`config.mk`:
```
export PLATFORM = sky130hd
export DESIGN_NAME = muldiv_unit_flat
export DESIGN_NICKNAME = d
export VERILOG_FILES = /design/src/rtl/muldiv_unit_if.sv /design/src/rtl/muldiv_unit.sv /design/src/flat_wrapper.sv
export SDC_FILE = /design/constraint.sdc
export NUM_CORES = 1
export LEC_CHECK = 0
export BUFFER_PORTS_ARGS = -buffer_cell sky130_fd_sc_hd__buf_2
export CAP_MARGIN = 20
export CELL_PAD_IN_SITES_DETAIL_PLACEMENT = 0
export CELL_PAD_IN_SITES_GLOBAL_PLACEMENT = 1
export CORE_MARGIN = 1
export CORE_UTILIZATION = 43
export CTS_CLUSTER_DIAMETER = 50
export DETAILED_ROUTE_END_ITERATION = 6
export HOLD_SLACK_MARGIN = 0.06
export PLACE_DENSITY_LB_ADDON = 0.05
export SLEW_MARGIN = 20
export SYNTH_ARGS = -nofsm -noshare
export SYNTH_HDL_FRONTEND = slang
export SYNTH_SLANG_ARGS = --single-unit
```
`constraint.sdc`:
```
create_clock -name clk -period 8.6 [get_ports clk]
set_clock_uncertainty 0.1 [all_clocks]
set_input_delay 1.29 -clock clk [delete_from_list [all_inputs] [get_ports clk]]
set_output_delay 1.29 -clock clk [all_outputs]
set_load 0.005 [all_outputs]
```
`src/rtl/muldiv_unit_if.sv`:
```
// Request/response bundle between the execute stage and the iterative multiply/divide unit.
// master = requester (pipeline), slave = muldiv_unit.
interface muldiv_unit_if #(
  parameter int WIDTH = 32
);
  logic             valid_i;
  logic [1:0]       op_i;
  logic [WIDTH-1:0] a_i;
  logic [WIDTH-1:0] b_i;
  logic             flush_i;
  logic             ready_o;
  logic             done_o;
  logic [WIDTH-1:0] hi_o;
  logic [WIDTH-1:0] lo_o;

  modport master (
    output valid_i, op_i, a_i, b_i, flush_i,
    input  ready_o, done_o, hi_o, lo_o
  );

  modport slave (
    input  valid_i, op_i, a_i, b_i, flush_i,
    output ready_o, done_o, hi_o, lo_o
  );
endinterface

```
`src/rtl/muldiv_unit.sv`:
```
// Iterative MULT/MULTU/DIV/DIVU unit: radix-2 shift-add multiply, radix-2 restoring divide, HI/LO result.
// Build option MULDIV_FAST_MUL_EN: multiplies finish after one BUSY cycle using a full-width multiplier.
module muldiv_unit #(
  parameter int WIDTH = 32
) (
  input  logic               clk,
  input  logic               reset,
  muldiv_unit_if.slave       bus
);
  localparam int CNT_W = $clog2(WIDTH);
  localparam logic [CNT_W-1:0] CNT_LAST = CNT_W'(WIDTH - 1);

  typedef enum logic [1:0] {IDLE, BUSY, DONE} state_t;

  state_t             state;
  logic [CNT_W-1:0]   cnt;
  logic               ready_r;
  logic               done_r;
  logic [WIDTH-1:0]   hi_r;
  logic [WIDTH-1:0]   lo_r;

  logic [1:0]         op_r;
  logic [WIDTH-1:0]   a_r;
  logic [WIDTH-1:0]   b_r;
  logic [WIDTH-1:0]   mag_a;
  logic [WIDTH-1:0]   mag_b;
  logic [2*WIDTH-1:0] prod;
  logic [WIDTH-1:0]   rem;
  logic [WIDTH-1:0]   quo;

  logic               accept;
  logic               is_div;
  logic               is_signed;
  logic               last_step;
  logic [WIDTH:0]     sum;
  logic [2*WIDTH-1:0] prod_nxt;
  logic [2*WIDTH-1:0] prod_fin;
  logic [2*WIDTH-1:0] prod_fix;
  logic [WIDTH:0]     shifted;
  logic [WIDTH-1:0]   diff;
  logic               q_bit;
  logic [WIDTH-1:0]   rem_nxt;
  logic [WIDTH-1:0]   quo_nxt;
  logic               sign_diff;
  logic [WIDTH-1:0]   res_hi;
  logic [WIDTH-1:0]   res_lo;

  function automatic logic [WIDTH-1:0] mag_of(input logic [WIDTH-1:0] x, input logic sgn);
    return (sgn && x[WIDTH-1]) ? (~x + 1'b1) : x;
  endfunction

  function automatic logic [WIDTH-1:0] neg_if(input logic [WIDTH-1:0] x, input logic n);
    return n ? (~x + 1'b1) : x;
  endfunction

  function automatic logic [2*WIDTH-1:0] neg_if_wide(input logic [2*WIDTH-1:0] x, input logic n);
    return n ? (~x + 1'b1) : x;
  endfunction

  assign accept    = bus.valid_i && ready_r && !bus.flush_i;
  assign is_div    = op_r[1];
  assign is_signed = !op_r[0];

`ifdef MULDIV_FAST_MUL_EN
  assign last_step = !is_div || (cnt == CNT_LAST);
  assign prod_fin  = {{WIDTH{1'b0}}, mag_a} * {{WIDTH{1'b0}}, mag_b};
`else
  assign last_step = (cnt == CNT_LAST);
  assign prod_fin  = prod_nxt;
`endif

  // One iteration: multiplier LSB-first into the accumulator, dividend MSB-first into the remainder.
  always_comb begin
    sum      = {1'b0, prod[2*WIDTH-1:WIDTH]} + (prod[0] ? {1'b0, mag_a} : '0);
    prod_nxt = {sum, prod[WIDTH-1:1]};
    shifted  = {rem, quo[WIDTH-1]};
    diff     = shifted[WIDTH-1:0] - mag_b;
    q_bit    = (shifted >= {1'b0, mag_b});
    rem_nxt  = q_bit ? diff : shifted[WIDTH-1:0];
    quo_nxt  = {quo[WIDTH-2:0], q_bit};
  end

  // Sign fix-up of the final iteration; divide-by-zero bypasses the datapath result.
  always_comb begin
    sign_diff = is_signed && (a_r[WIDTH-1] ^ b_r[WIDTH-1]);
    prod_fix  = neg_if_wide(prod_fin, sign_diff);
    res_hi    = prod_fix[2*WIDTH-1:WIDTH];
    res_lo    = prod_fix[WIDTH-1:0];
    if (is_div) begin
      if (b_r == '0) begin
        res_hi = a_r;
        res_lo = '1;
      end else begin
        res_hi = neg_if(rem_nxt, is_signed && a_r[WIDTH-1]);
        res_lo = neg_if(quo_nxt, sign_diff);
      end
    end
  end

  always_ff @(posedge clk) begin
    if (reset) begin
      state   <= IDLE;
      cnt     <= '0;
      ready_r <= 1'b1;
      done_r  <= 1'b0;
      hi_r    <= '0;
      lo_r    <= '0;
    end else begin
      done_r <= 1'b0;
      case (state)
        IDLE: begin
          if (accept) begin
            state   <= BUSY;
            ready_r <= 1'b0;
            cnt     <= '0;
          end
        end
        BUSY: begin
          if (bus.flush_i) begin
            state   <= IDLE;
            ready_r <= 1'b1;
          end else if (last_step) begin
            state <= DONE;
            hi_r  <= res_hi;
            lo_r  <= res_lo;
          end else begin
            cnt <= cnt + 1'b1;
          end
        end
        DONE: begin
          state   <= IDLE;
          ready_r <= 1'b1;
          done_r  <= !bus.flush_i;
        end
        default: begin
          state   <= IDLE;
          ready_r <= 1'b1;
        end
      endcase
    end
  end

  // Operand and working registers carry no reset; they are always loaded at accept.
  always_ff @(posedge clk) begin
    if (accept) begin
      op_r  <= bus.op_i;
      a_r   <= bus.a_i;
      b_r   <= bus.b_i;
      mag_a <= mag_of(bus.a_i, !bus.op_i[0]);
      mag_b <= mag_of(bus.b_i, !bus.op_i[0]);
      prod  <= {{WIDTH{1'b0}}, mag_of(bus.b_i, !bus.op_i[0])};
      rem   <= '0;
      quo   <= mag_of(bus.a_i, !bus.op_i[0]);
    end else if (state == BUSY) begin
      prod <= prod_nxt;
      rem  <= rem_nxt;
      quo  <= quo_nxt;
    end
  end

  assign bus.ready_o = ready_r;
  assign bus.done_o  = done_r;
  assign bus.hi_o    = hi_r;
  assign bus.lo_o    = lo_r;
endmodule

```
`src/flat_wrapper.sv`:
```
// flat-port wrapper written by rule: the top's interface ports become plain ports
module muldiv_unit_flat 
#(
  parameter int WIDTH = 32
)
  (clk, reset, bus_valid_i, bus_op_i, bus_a_i, bus_b_i, bus_flush_i, bus_ready_o, bus_done_o, bus_hi_o, bus_lo_o);
  muldiv_unit_if #(.WIDTH(WIDTH)) bus_i ();
  input  logic clk;
  input  logic reset;
  input wire logic [$bits(bus_i.valid_i)-1:0] bus_valid_i;
  input wire logic [$bits(bus_i.op_i)-1:0] bus_op_i;
  input wire logic [$bits(bus_i.a_i)-1:0] bus_a_i;
  input wire logic [$bits(bus_i.b_i)-1:0] bus_b_i;
  input wire logic [$bits(bus_i.flush_i)-1:0] bus_flush_i;
  output wire logic [$bits(bus_i.ready_o)-1:0] bus_ready_o;
  output wire logic [$bits(bus_i.done_o)-1:0] bus_done_o;
  output wire logic [$bits(bus_i.hi_o)-1:0] bus_hi_o;
  output wire logic [$bits(bus_i.lo_o)-1:0] bus_lo_o;
  assign bus_i.valid_i = bus_valid_i;
  assign bus_i.op_i = bus_op_i;
  assign bus_i.a_i = bus_a_i;
  assign bus_i.b_i = bus_b_i;
  assign bus_i.flush_i = bus_flush_i;
  assign bus_ready_o = bus_i.ready_o;
  assign bus_done_o = bus_i.done_o;
  assign bus_hi_o = bus_i.hi_o;
  assign bus_lo_o = bus_i.lo_o;
  muldiv_unit #(.WIDTH(WIDTH)) u_core (.clk(clk), .reset(reset), .bus(bus_i));
endmodule
```
* Word level (Yosys, flattened, before mapping) *
Index checks and enable logic that the tools add are counted.

storage, ports and cells
  word-level logic and storage cells = 84
  output and inout bits = 66
  bits in registers = 331

operators by class
  $add $sub $neg = 8
  muxes and demuxes = 26
  reduce and logical (&&, ||, !) cells = 18
  eq/ne operators = 8
  order comparisons = 1
  bitwise gates (word level) = 8

operator list
  operator                 number
  $mux W32                 14
  $add A32 B1 Y32 const B  4
  $not A32 Y32             4
  $add A64 B1 Y64 const B  1
  $mux W64                 1
  $not A64 Y64             1
  $add A32 B32 Y33         1
  $ge A33 B32 Y1           1
  $logic_not A32 Y1        1
  $sub A32 B32 Y32         1
  $mux W5                  3
  $pmux W5 S2              1
  $logic_and A1 B1 Y1      6
  $mux W2                  3
  $ne A2 B2 Y1 const B     3
  $add A5 B1 Y5 const B    1
  $eq A5 B5 Y1 const B     1
  $pmux W2 S2              1
  $reduce_and A2 Y1        2
  $reduce_and A4 Y1        1
  $reduce_bool A2 Y1       2
  $logic_not A1 Y1         3
  $ne A3 B2 Y1 const B     1
  $reduce_and A3 Y1        1
  other kinds (9)          11

* Logic depth before layout (Yosys ltp) *
  depth in word-level cells = 7
  depth in mapped cells = 23
  mapped depth without buffers = 19

* Least setup slack after synthesis *
No wires, ideal clock.

  path type = in2reg
  from = input bus_flush_i
  to = register u_core.a_r[10] (enable)
  slack = 2.174 ns
  stages on the path = 5
  arrival time = 5.783 ns
  setup time = 0.542 ns
  cell sequence = clkbuf_1 > nand3b_1 > inv_2 > clkbuf_1 > clkbuf_1

on the way
  longest elaborated chain between the ends = 2

RTL lines
  item                     RTL line            RTL
  from (decl)              flat_wrapper.sv:14  input wire logic [$bits(bus_i.flush_i)-1:0] bus_flush_i;
  $logic_not A1 Y1         muldiv_unit.sv:60   assign accept = bus.valid_i && ready_r && !bus.flush_i;
  $logic_and A1 B1 Y1      muldiv_unit.sv:60
  named net u_core.accept  muldiv_unit.sv:31   logic accept;
  to (signal assigned)     muldiv_unit.sv:147  a_r <= bus.a_i;
  to (decl)                muldiv_unit.sv:23   logic [WIDTH-1:0] a_r;

The timed path passes the listed nets, and every way through them passes these cells.
A chain may end at the register's enable or synchronous reset.

* Worst setup path in the final report *
  from = register u_core.rem[24]
  to = register u_core.hi_r[28] (netlist: u_core.bus.hi_o[28])

on the way
  longest elaborated chain between the ends = 7

RTL lines
  item                                                       RTL line                              RTL
  from (decl)                                                muldiv_unit.sv:28                     logic [WIDTH-1:0] rem;
  from (signal assigned)                                     muldiv_unit.sv:156                    rem <= rem_nxt;
  $sub A32 B32 Y32 / $ge A33 B32 Y1 (equally long branches)  muldiv_unit.sv:77, muldiv_unit.sv:78
  $mux W32 *                                                 muldiv_unit.sv:79                     rem_nxt = q_bit ? diff : shifted[WIDTH-1:0];
  $not A32 Y32                                               muldiv_unit.sv:53                     return n ? (~x + 1'b1) : x;
  $add A32 B1 Y32                                            muldiv_unit.sv:53
  $mux W32 *                                                 muldiv_unit.sv:53
  $mux W32 *                                                 muldiv_unit.sv:90                     if (b_r == '0) begin
  $mux W32 *                                                 muldiv_unit.sv:89                     if (is_div) begin
  to (signal assigned)                                       muldiv_unit.sv:124                    hi_r <= res_hi;
  to (decl)                                                  muldiv_unit.sv:19                     logic [WIDTH-1:0] hi_r;

Mark *: on every way between the ends. The rest lies on a longest branch, timed or not.

==> summary by stage <==
Clocking
Post-CTS repair changed the size of 0 cells. The clock latency of the later-clocked register in the worst-skew pair is 620 ps. After clock tree synthesis, the setup repair step added 0 buffers. In this run the number of H-tree levels came out at 2. TritonCTS built the clock tree. The number of hold buffers added after CTS was 0.

The CTS sink count is 329. Counting along the longest clock path gives a buffer depth of 3. The total CTS buffers is 55. CTS placed an instance of sky130_fd_sc_hd__clkbuf_16 at the clock tree root. Clock-pin slew was measured on the worst setup and hold paths at 50 ps.

Yosys
The part of the Yosys area used for sequential elements is 0.390. The synthesized netlist net count is 2678. The most frequently used flop master after synthesis is sky130_fd_sc_hd__edfxtp_1.

Of the post-synthesis cell area, the part taken by muxes is 0.0162. The area share of xor/xnor cells in the synthesized design is 0.0814. The post-synthesis average cell area is 8.62 sq um. After synthesis the cells add up to 21800 sq um. The post-synthesis sequential element count is 329.

The gate count of the mapped netlist is 2535. The number of different library cells used by synthesis comes to 103. The area share of fa/ha/maj cells after synthesis is 0.0425. The synthesis warning total is 0.

The complex-gate fraction of the synthesized area is 0.213. Yosys mapped a number of flops with a built-in enable equal to 192. By area, the combinational part of the netlist is dominated by simple AND/OR/NAND/NOR gates.

The simple-gate portion of the synthesized area is 0.217. The share of flip-flops with an asynchronous set or reset after synthesis is 0.

Pwr
Dividing total power by cell area gives a power density of 245 nW/um^2. The completed layout was analyzed and its total power is 6.07 mW. The analysis attributes to cell leakage a power of 9.48 nW. The worst ir drop on vdd is 0.153 mV.

Detailed routing
The detailed router put a total of 37200 microns of wire on met1. The DRC violation count after routing is 0. Signal routing reaches up to met4. The total length of routed met3 wires is 4570 microns. The final antenna-violating net count is 0. The routed wirelength normalized by instance count is 24.3 microns. The detail-routed via count per cell is 6.02.

Across all layers, the routed design uses 20000 vias. The final wirelength is 81000 microns. Before antenna repair, the detailed router went through 7 iterations. In the detailed route, the total length drawn on met2 is 37100 microns. After the first detailed-routing iteration, the DRC count stood at 1879.

Setup path
Of all nets on the critical path, the largest fanout is 48. The data arrival time at the worst-slack endpoint is 6160 ps. At the worst endpoint, the required time is 8970 ps. The nature of the critical path endpoint is a register. The startpoint kind of the worst setup timing path is a register. For flop-to-flop paths, the worst setup slack is 2800 ps.

The class of the most critical setup path is reg -> reg.

Timing
Setup repair after global routing left no endpoint under its margin. The worst pin sits at a relative slew slack of 0.255. The number of hold violations in the final report came to 0.

For this run, the top clock speed supported by timing is 0.172 GHz. The final period demand of the worst path is 5800 ps. The count of final max-slew check failures was 0. The final clock period utilization by the worst path is 0.674.

Setup violations remaining at the end of the flow were counted as 0. The accumulated negative setup slack is 0 ps. At the pin with the least slew margin, the transition time is 1120 ps.

Cells and area
The commonest non-fill, non-tap cell in the layout is sky130_fd_sc_hd__nand2_1. The area growth from synthesis to layout is 13.5%. Leaving out fill and tap cells, the most frequent cells in the layout are sky130_fd_sc_hd__nand2_1 (401), sky130_fd_sc_hd__a21oi_1 (235), sky130_fd_sc_hd__nor2_1 (215). The net count of the finished layout is 2752. The layout has 4920 filler cells. In the final layout, the share of cells above drive strength 1 is 0.122.

Floorplanning
From left edge to right edge, the die measures 227 microns. After floorplanning, the core was divided into 82 placement rows. The starting utilization of the core area is 0.435. The height of the die is 227 microns.

After floorplanning, the core was sized to cover 50200 sq um. The die covers 51700 sq um. The total I/O pin count is 136.

GRT
The remaining global-route overflow is 0. The number of global-route vias before repair was 18700. The first global-routing pass estimated 119000 microns of wire. The maximum number of pins on one net before global-route repair is 137. The initial antenna violation count is 4. Across every metal layer, demand over resource in global routing totals 0.310.

Run
The number of max-cap violations is 0.

Place
Detailed placement ended at an HPWL of 61400 microns. At the end of routability-driven placement, the weighted congestion stood at 0.936. The total of buffers placed on input and output ports is 135.

Outcome
The flow ran to the end, and the final reports show no timing, DRC or antenna violations.

Worst hold path
The worst hold path belongs to the class reg -> reg.
power by group:
part / internal [mW] / switching [mW]
clock: 1.36 / 0.868
combinational: 0.643 / 1.27
sequential: 1.81 / 0.119
total: 3.81 / 2.26
metal layers:
metal | global-route usage | vias up
met5 | 0 | -
met4 | 0.0946 | 0
met3 | 0.0360 | 122
met2 | 0.499 | 699
met1 | 0.433 | 9755
li1 | - | 9449
registers in the layout (all words and copies together) (netlist names):
signal and cells:
u_core.bus.ready_o 1, u_core.a_r 31, u_core.mag_b 32, u_core.rem 32
u_core.quo 32, u_core.bus.hi_o 32, u_core.b_r 31, u_core.mag_a 32
u_core.op_r 2, u_core.cnt 5, u_core.bus.done_o 1, u_core.prod 64
u_core.state 2, u_core.bus.lo_o 32
path summary, 6_finish.rpt:
check	from	end	cells after the start
setup / recovery	u_core.rem[24]	u_core.bus.hi_o[28]	16
hold / removal	u_core.bus.hi_o[29]	u_core.bus.hi_o[29]	2
setup reg to reg	u_core.rem[24]	u_core.bus.hi_o[28]	16
hold reg to reg	u_core.bus.hi_o[29]	u_core.bus.hi_o[29]	2
metrics by stage:
step | hold slack (ps) | util | worst slack (ps) | cell area, sq um | cells
after global placement | 335 | 0.457 | 3200 | 22900 | 3224
after floorplan | 336 | - | 2170 | 21800 | 2535
final | 349 | 0.494 | 2800 | 24800 | 3329
after detailed placement | 342 | 0.457 | 2990 | 22900 | 3224
after global routing | 368 | 0.494 | 2220 | 24800 | 3327
after CTS | 350 | 0.494 | 2940 | 24800 | 3327
cells in the mapped netlist (13+ instances only):
master / n / share of area
sky130_fd_sc_hd__nor4_1: 28 / 0.0080
sky130_fd_sc_hd__and3_1: 16 / 0.0046
sky130_fd_sc_hd__buf_2: 25 / 0.0057
sky130_fd_sc_hd__nor2_1: 216 / 0.037
sky130_fd_sc_hd__nand4_1: 22 / 0.0063
sky130_fd_sc_hd__clkbuf_1: 101 / 0.017
sky130_fd_sc_hd__a21oi_1: 235 / 0.054
sky130_fd_sc_hd__or4_1: 15 / 0.0052
sky130_fd_sc_hd__o211ai_1: 44 / 0.015
sky130_fd_sc_hd__o21a_1: 13 / 0.0045
sky130_fd_sc_hd__nor2b_1: 16 / 0.0046
sky130_fd_sc_hd__and2_1: 53 / 0.015
sky130_fd_sc_hd__ha_1: 71 / 0.041
sky130_fd_sc_hd__xor2_1: 101 / 0.040
sky130_fd_sc_hd__a31oi_1: 31 / 0.0089
sky130_fd_sc_hd__inv_1: 63 / 0.011
sky130_fd_sc_hd__nor3_1: 59 / 0.014
sky130_fd_sc_hd__mux2i_1: 24 / 0.011
sky130_fd_sc_hd__nand3_1: 34 / 0.0078
sky130_fd_sc_hd__xnor2_1: 102 / 0.041
sky130_fd_sc_hd__nand2_1: 403 / 0.069
sky130_fd_sc_hd__o221ai_1: 34 / 0.014
sky130_fd_sc_hd__o21ai_0: 95 / 0.022
sky130_fd_sc_hd__o31ai_1: 31 / 0.011
sky130_fd_sc_hd__dfxtp_1: 137 / 0.13
sky130_fd_sc_hd__a21o_1: 23 / 0.0079
sky130_fd_sc_hd__o41ai_1: 14 / 0.0056
sky130_fd_sc_hd__a211oi_1: 57 / 0.020
sky130_fd_sc_hd__nand2b_1: 14 / 0.0040
sky130_fd_sc_hd__or3_1: 33 / 0.0095
sky130_fd_sc_hd__edfxtp_1: 192 / 0.26
logic make-up after synthesis:
group	count (synthesis)
buf+inv	207
xor+xnor	203
flops	329
mux	34
fa+ha+maj	73
compound gates	702
simple gates	987
area by class of cell:
| type | instances | area, sq um | area share |
|---|---|---|---|
| diodes | 2 | 5.00 | 0.000202 |
| clock buffers | 73 | 1530 | 0.0616 |
| clock inverters | 30 | 312 | 0.0126 |
| inverters | 65 | 251 | 0.0101 |
| multi-input cells | 1999 | 12500 | 0.504 |
| flip-flops and latches | 329 | 8510 | 0.343 |
| well taps | 672 | 841 | 0.0339 |
| repair buffers | 159 | 856 | 0.0345 |
worst max-delay path, stage by stage (launching register included):
cell	delay [ps]
sky130_fd_sc_hd__dfxtp_1	330
sky130_fd_sc_hd__ha_1	570
sky130_fd_sc_hd__nand3_1	150
sky130_fd_sc_hd__nor4_2	440
sky130_fd_sc_hd__nand4_1	310
sky130_fd_sc_hd__o21ai_4	300
sky130_fd_sc_hd__buf_4	540
sky130_fd_sc_hd__mux2i_1	370
sky130_fd_sc_hd__ha_1	300
sky130_fd_sc_hd__o2111ai_1	250
sky130_fd_sc_hd__nor3_1	250
sky130_fd_sc_hd__a41oi_1	210
sky130_fd_sc_hd__nor4_1	610
sky130_fd_sc_hd__nor4b_1	370
sky130_fd_sc_hd__a311oi_1	150
sky130_fd_sc_hd__nor3_1	250
sky130_fd_sc_hd__a211oi_2	100
Note: power is estimated with default switching activity, not from simulation.
